<file path="src/rtl/pattern_fsm_pkg.sv">
// Shared state encoding for the serial pattern-detect controller.
// One-hot states; STATE_W is the width of the debug state output.
package pattern_fsm_pkg;

    localparam int STATE_W = 4;

    typedef enum logic [STATE_W-1:0] {
        IDLE = 4'b0001,
        ARM  = 4'b0010,
        HIT  = 4'b0100,
        LOCK = 4'b1000
    } state_t;

endpackage

</file>
<file path="src/rtl/pattern_fsm_if.sv">
// Control/data bundle between a serial front end and the pattern detector.
// pat_mask exists only when PATTERN_FSM_MASK_EN is defined.
interface pattern_fsm_if #(
    parameter int PAT_W = 4,
    parameter int CNT_W = 8
);
    import pattern_fsm_pkg::*;

    logic               din_vld;
    logic               din;
    logic [PAT_W-1:0]   pat;
`ifdef PATTERN_FSM_MASK_EN
    logic [PAT_W-1:0]   pat_mask;
`endif
    logic               overlap;
    logic [CNT_W-1:0]   max_hits;
    logic               start;
    logic               stop;
    logic               clr;
    logic               hit;
    logic [CNT_W-1:0]   hit_cnt;
    logic               locked;
    logic [STATE_W-1:0] state_o;

    modport master (
`ifdef PATTERN_FSM_MASK_EN
        output pat_mask,
`endif
        output din_vld, din, pat, overlap, max_hits, start, stop, clr,
        input  hit, hit_cnt, locked, state_o
    );

    modport slave (
`ifdef PATTERN_FSM_MASK_EN
        input  pat_mask,
`endif
        input  din_vld, din, pat, overlap, max_hits, start, stop, clr,
        output hit, hit_cnt, locked, state_o
    );

endinterface

</file>
<file path="src/rtl/pattern_fsm_match.sv">
// Combinational compare of the shifted bit window against the pattern.
// With PATTERN_FSM_MASK_EN, only bits whose mask bit is 1 take part.
module pattern_fsm_match #(
    parameter int PAT_W = 4
) (
    input  logic [PAT_W-1:0] i_win,
    input  logic [PAT_W-1:0] i_pat,
`ifdef PATTERN_FSM_MASK_EN
    input  logic [PAT_W-1:0] i_mask,
`endif
    output logic             o_eq
);

`ifdef PATTERN_FSM_MASK_EN
    assign o_eq = (((i_win ^ i_pat) & i_mask) == '0);
`else
    assign o_eq = (i_win == i_pat);
`endif

endmodule

</file>
<file path="src/rtl/pattern_fsm.sv">
// Serial pattern detector: one-hot FSM, history register, fill count, saturating hit counter.
// hit/hit_cnt/locked are registered, one cycle after the completing bit. Option: PATTERN_FSM_MASK_EN.
module pattern_fsm
    import pattern_fsm_pkg::*;
#(
    parameter int PAT_W = 4,
    parameter int CNT_W = 8
) (
    input  logic         sclk,
    input  logic         rst_n,
    pattern_fsm_if.slave bus
);

    localparam int FILL_W = $clog2(PAT_W + 1);
    localparam logic [FILL_W-1:0] FILL_MAX = FILL_W'(PAT_W);
    localparam logic [FILL_W-1:0] FILL_THR = FILL_W'(PAT_W - 1);

    state_t             r_state;
    // Only the newest PAT_W-1 bits are kept; the incoming bit completes the window.
    logic [PAT_W-2:0]   r_shreg;
    logic [FILL_W-1:0]  r_fill;
    logic [CNT_W-1:0]   r_cnt;
    logic               r_hit;
    logic               r_locked;

    logic [PAT_W-1:0]   w_win;
    logic               w_eq;
    logic               w_match;
    logic [FILL_W-1:0]  w_fill_nxt;
    logic [CNT_W-1:0]   w_cnt_nxt;
    logic               w_lock_now;

    assign w_win      = {r_shreg, bus.din};
    assign w_match    = bus.din_vld && (r_fill >= FILL_THR) && w_eq;
    assign w_fill_nxt = (r_fill == FILL_MAX) ? r_fill : r_fill + 1'b1;
    assign w_cnt_nxt  = (&r_cnt) ? r_cnt : r_cnt + 1'b1;
    assign w_lock_now = (bus.max_hits != '0) && (w_cnt_nxt == bus.max_hits);

    pattern_fsm_match #(
        .PAT_W (PAT_W)
    ) u_match (
        .i_win  (w_win),
        .i_pat  (bus.pat),
`ifdef PATTERN_FSM_MASK_EN
        .i_mask (bus.pat_mask),
`endif
        .o_eq   (w_eq)
    );

    always_ff @(posedge sclk or negedge rst_n) begin
        if (!rst_n) begin
            r_state  <= IDLE;
            r_shreg  <= '0;
            r_fill   <= '0;
            r_cnt    <= '0;
            r_hit    <= 1'b0;
            r_locked <= 1'b0;
        end else begin
            r_hit <= 1'b0;
            if (bus.clr) begin
                r_state  <= IDLE;
                r_shreg  <= '0;
                r_fill   <= '0;
                r_cnt    <= '0;
                r_locked <= 1'b0;
            end else begin
                case (r_state)
                    IDLE: begin
                        if (bus.start) begin
                            r_state <= ARM;
                        end
                    end
                    ARM, HIT: begin
                        if (bus.stop) begin
                            r_state <= IDLE;
                            r_shreg <= '0;
                            r_fill  <= '0;
                        end else begin
                            r_state <= ARM;
                            if (bus.din_vld) begin
                                r_shreg <= w_win[PAT_W-2:0];
                                r_fill  <= w_fill_nxt;
                            end
                            if (w_match) begin
                                r_hit <= 1'b1;
                                r_cnt <= w_cnt_nxt;
                                if (w_lock_now) begin
                                    r_state  <= LOCK;
                                    r_locked <= 1'b1;
                                end else begin
                                    r_state <= HIT;
                                end
                                // Non-overlapping: the next match needs a full fresh window.
                                if (!bus.overlap) begin
                                    r_shreg <= '0;
                                    r_fill  <= '0;
                                end
                            end
                        end
                    end
                    LOCK: begin
                        r_state <= LOCK;
                    end
                    default: begin
                        r_state  <= IDLE;
                        r_locked <= 1'b0;
                    end
                endcase
            end
        end
    end

    assign bus.hit     = r_hit;
    assign bus.hit_cnt = r_cnt;
    assign bus.locked  = r_locked;
    assign bus.state_o = r_state;

endmodule

</file>
<file path="src/flat_wrapper.sv">
// flat-port wrapper written by rule: the top's interface ports become plain ports
module pattern_fsm_flat import pattern_fsm_pkg::*;
#(
    parameter int PAT_W = 4,
    parameter int CNT_W = 8
)
  (sclk, rst_n, bus_din_vld, bus_din, bus_pat, bus_overlap, bus_max_hits, bus_start, bus_stop, bus_clr, bus_hit, bus_hit_cnt, bus_locked, bus_state_o);
  pattern_fsm_if #(.PAT_W(PAT_W), .CNT_W(CNT_W)) bus_i ();
  input  logic sclk;
  input  logic rst_n;
  input wire logic [$bits(bus_i.din_vld)-1:0] bus_din_vld;
  input wire logic [$bits(bus_i.din)-1:0] bus_din;
  input wire logic [$bits(bus_i.pat)-1:0] bus_pat;
  input wire logic [$bits(bus_i.overlap)-1:0] bus_overlap;
  input wire logic [$bits(bus_i.max_hits)-1:0] bus_max_hits;
  input wire logic [$bits(bus_i.start)-1:0] bus_start;
  input wire logic [$bits(bus_i.stop)-1:0] bus_stop;
  input wire logic [$bits(bus_i.clr)-1:0] bus_clr;
  output wire logic [$bits(bus_i.hit)-1:0] bus_hit;
  output wire logic [$bits(bus_i.hit_cnt)-1:0] bus_hit_cnt;
  output wire logic [$bits(bus_i.locked)-1:0] bus_locked;
  output wire logic [$bits(bus_i.state_o)-1:0] bus_state_o;
  assign bus_i.din_vld = bus_din_vld;
  assign bus_i.din = bus_din;
  assign bus_i.pat = bus_pat;
  assign bus_i.overlap = bus_overlap;
  assign bus_i.max_hits = bus_max_hits;
  assign bus_i.start = bus_start;
  assign bus_i.stop = bus_stop;
  assign bus_i.clr = bus_clr;
  assign bus_hit = bus_i.hit;
  assign bus_hit_cnt = bus_i.hit_cnt;
  assign bus_locked = bus_i.locked;
  assign bus_state_o = bus_i.state_o;
  pattern_fsm #(.PAT_W(PAT_W), .CNT_W(CNT_W)) u_core (.sclk(sclk), .rst_n(rst_n), .bus(bus_i));
endmodule
</file>
<file path="config.mk">
export PLATFORM = sky130hd
export DESIGN_NAME = pattern_fsm_flat
export DESIGN_NICKNAME = d
export VERILOG_FILES = /design/src/rtl/pattern_fsm_pkg.sv /design/src/rtl/pattern_fsm_if.sv /design/src/rtl/pattern_fsm_match.sv /design/src/rtl/pattern_fsm.sv /design/src/flat_wrapper.sv
export SDC_FILE = /design/constraint.sdc
export NUM_CORES = 1
export LEC_CHECK = 0
export CORE_MARGIN = 2
export CORE_UTILIZATION = 45
export DETAILED_ROUTE_END_ITERATION = 8
export HOLD_SLACK_MARGIN = 0.1
export PLACE_DENSITY = 0.83
export SLEW_MARGIN = 20
export SYNTH_ARGS = -nofsm -noshare
export SYNTH_HDL_FRONTEND = slang
export SYNTH_HIERARCHICAL = 1
export SYNTH_SLANG_ARGS = --single-unit
export TNS_END_PERCENT = 10
</file>
<file path="constraint.sdc">
create_clock -name sclk -period 2.4 [get_ports sclk]
set_input_delay 0.48 -clock sclk [delete_from_list [all_inputs] [get_ports sclk]]
set_output_delay 0.48 -clock sclk [all_outputs]
set_load 0.01 [all_outputs]
</file>
==> summary.md <==
| Metric | Value |
|---|---|
| Hold Worst Slack | just under 0.5 ns |
| Vias in the first global route | 1294 |
| Area leader, netlist | dfrtp_1 |
| Die W | 61.1 um |
| Outcome | complete, no violations |
| # diodes | 0 |
| Sink Count | 20 |
| First-pass iteration count of the detailed router | 4 |
| Clock Tree Buf Depth | 2 |
| CTS tree | done |
| Placeable Area | 3080 sq um |
| Slowest cell on crit path | clkdlybuf4s50_1 |
| CP startpoint kind | input port |
| Syn nets | 185 |
| Maxcap violations | 0 |
| Pwr Total | ~630 uW |
| Crit share post-route | between 90% and 100% |
| Worst IR drop on VDD | 0.162 mV |
| Max Fclk | around 460 MHz |
| RSZ-0062 raised after global routing | false |
| Slew headroom | 63.2% |
| Final Skew | 0.0154 ns |
| Final count of negative-setup-slack endpoints | 0 |
| Worst-path fanout max | 7 |
| Pre-CTS setup slack | -0.117 ns |
| # nets final | 222 |
| GRT Overall Usage | 19.8% |
| Num CTS Buffers | 3 |
| H-tree Lvls | 1 |
| Iteration-0 DRC Markers | 58 |
| DIE AREA | 3730 sq um |
| Pleak | roughly 0.73 nW |
| Post-route insts no fill | about 240 |
| Clock Latency Late Sink | 0.31 ns |
| Worst min path class | in -> async |
| Via total after detailed routing | 1309 |
| Setup CP Type | in -> reg |
| Commonest non-fill, non-tap cell in the layout | clkdlybuf4s50_1 |
| GPL Wtd Cong | approximately 0.83 |
| Most common cell on crit path | a21oi_1 |
| Post-DR wirelength/cell | between 10 and 15 um |
| CP Data Required Time | 2.66 ns |
| Initial antenna violation count | 0 |
| EDFF count, synth | 0 |
| Routed Antenna Nets | 0 |
| Cts hold-fix bufs | 0 |
| DP Cell Count | 237 |
| FFs w/ async S/R, synth | 100% |
| Share of post-route cells with drive strength above 1 | about an eighth |
| I/O pins | 34 |
| Drc violations | 0 |
| Worst Setup End Kind | flop |
| Period minus WS final | 2.20 ns |
| # rows | 20 |
| Vias per cell | 5.43 |
| Initial core utilization | 47.7% |
| Die Ht | about 60 um |
| Max-slew violation count | 0 |
| Crit path DAT | 2.45 ns |
| Final Util | 60.7% |
| Post-CTS setup buffers | 0 |
| Worst setup slack after layout | 0.204 ns |
| I/O Buffers | 33 |
| CP Cell Sequence | clkdlybuf4s50_1 > xor2_1 > nor4_2 > nand2_1 > nor4_4 > buf_4 > nand3_4 > a21oi_1 > a21oi_1 > nor2_1 |
| FF+latch count, synth | 20 |
| First-pass GRT wire length | 5500 um |
| Worst-path clk slew | 0.12 ns |
| Synth Flop Type | dfrtp_1 |
| Count of different cell masters after synthesis | 48 |
| Cell area after synthesis | roughly 1500 sq um |
| Root Buffer | clkbuf_4 |
| Mapped Cells | 161 |
| Largest net degree at the start of global routing | 20 |
| Congestion Overflow GR | 0 |
| Synth area leaders | dfrtp_1, xor2_1, nand2_1, xnor2_1, a21oi_1 |
| PwrDens | 339 nW/um^2 |
| Drt total wl | 3200 um |
| Sequential area share after synthesis | 34.2% |
| Hold Fails Final Rpt | 0 |
| Commonest cells after routing, fill and taps aside | clkdlybuf4s50_1, dfrtp_1, nand2_1 |
| Syn_area_per_cell | 9.12 sq um |
| CTS resizes | 0 |
| Slew @ Worst Pin | 0.548 ns |
| Synthesis Warnings | 6 |
| Post-detail-place hpwl | approximately 2500 um |
| Top cell type's share of synthesized area | around 32% |
| Crit-path max cell delay | slightly above 0.4 ns |
| Layout area overhead | 27.2% |
through the flow:
step	area, sq um	setup TNS (ns)
after CTS	1870	0
after global placement	1840	-0.204
after floorplan	1470	0
after detailed placement	1840	-0.653
final	1870	0
after global routing	1870	0
worst max-delay path, delay by kind of cell:
kind / cells / cell delay, ns
compound gates: 2 / 0.23
xor+xnor: 1 / 0.17
buf+inv: 2 / 0.63
simple gates: 5 / 0.95
cell type report:
cell class,instances,area [sq um]
flip-flops and latches,20,502
well taps,44,55.1
fillers,267,1210
clock buffers,4,26.3
repair buffers,38,368
multi-input cells,127,886
inverters,8,30.0
sequential cells by signal (all words and copies together), names as in the netlist:
register            cells
u_core/bus.hit          1
u_core/r_fill           3
u_core/bus.hit_cnt      8
u_core/bus.state_o      4
u_core/r_shreg          3
u_core/bus.locked       1
synth_stat cells (all sizes together), types with 3 or more instances:
cell type  number
dfrtp          19
nand2          18
nor2           15
a21oi          10
o21ai          10
xor2           10
nand3           9
inv             8
xnor2           7
a22o            5
buf             5
nor3            5
ha              4
nor4            4
a211oi          3
mux2i           3
cell families after synthesis:
kind of cell	synth area share (%)
simple gates	26.2
compound gates	18.6
flops	34.2
xor+xnor	10.1
buf+inv	5.46
fa+ha+maj	3.41
mux	2.05
layer usage:
metal	vias to the layer above	share of wire, %	GRT usage (%)
met2	41	49	33.6
met5	-	0	0
li1	654	-	-
met1	607	45	24.7
met4	0	2.3	9.32
met3	7	4.3	2.73
final timing paths:
check	start	endpoint	cells after the start	slack, ns
setup / recovery	bus_pat[1]	u_core/bus.hit_cnt[4]	10	0.20
hold / removal	rst_n	u_core/bus.state_o[0]	1	0.49
setup reg to reg	u_core/r_fill[0]	u_core/r_fill[1]	7	0.23
hold reg to reg	u_core/bus.locked	u_core/bus.locked	2	0.52
max in group asynchronous	rst_n	u_core/r_fill[2]	2	1.67
min in group sclk	u_core/bus.locked	u_core/bus.locked	2	0.52
report_power, final:
group	internal (mW)	total, mW	switching (mW)	leakage, nW
Sequential	0.343	0.350	0.00772	0.275
Clock	0.0650	0.172	0.107	0.0150
Combinational	0.0607	0.111	0.0499	0.443
Total	0.468	0.633	0.165	0.733
Note: power is estimated with default switching activity, not from simulation.
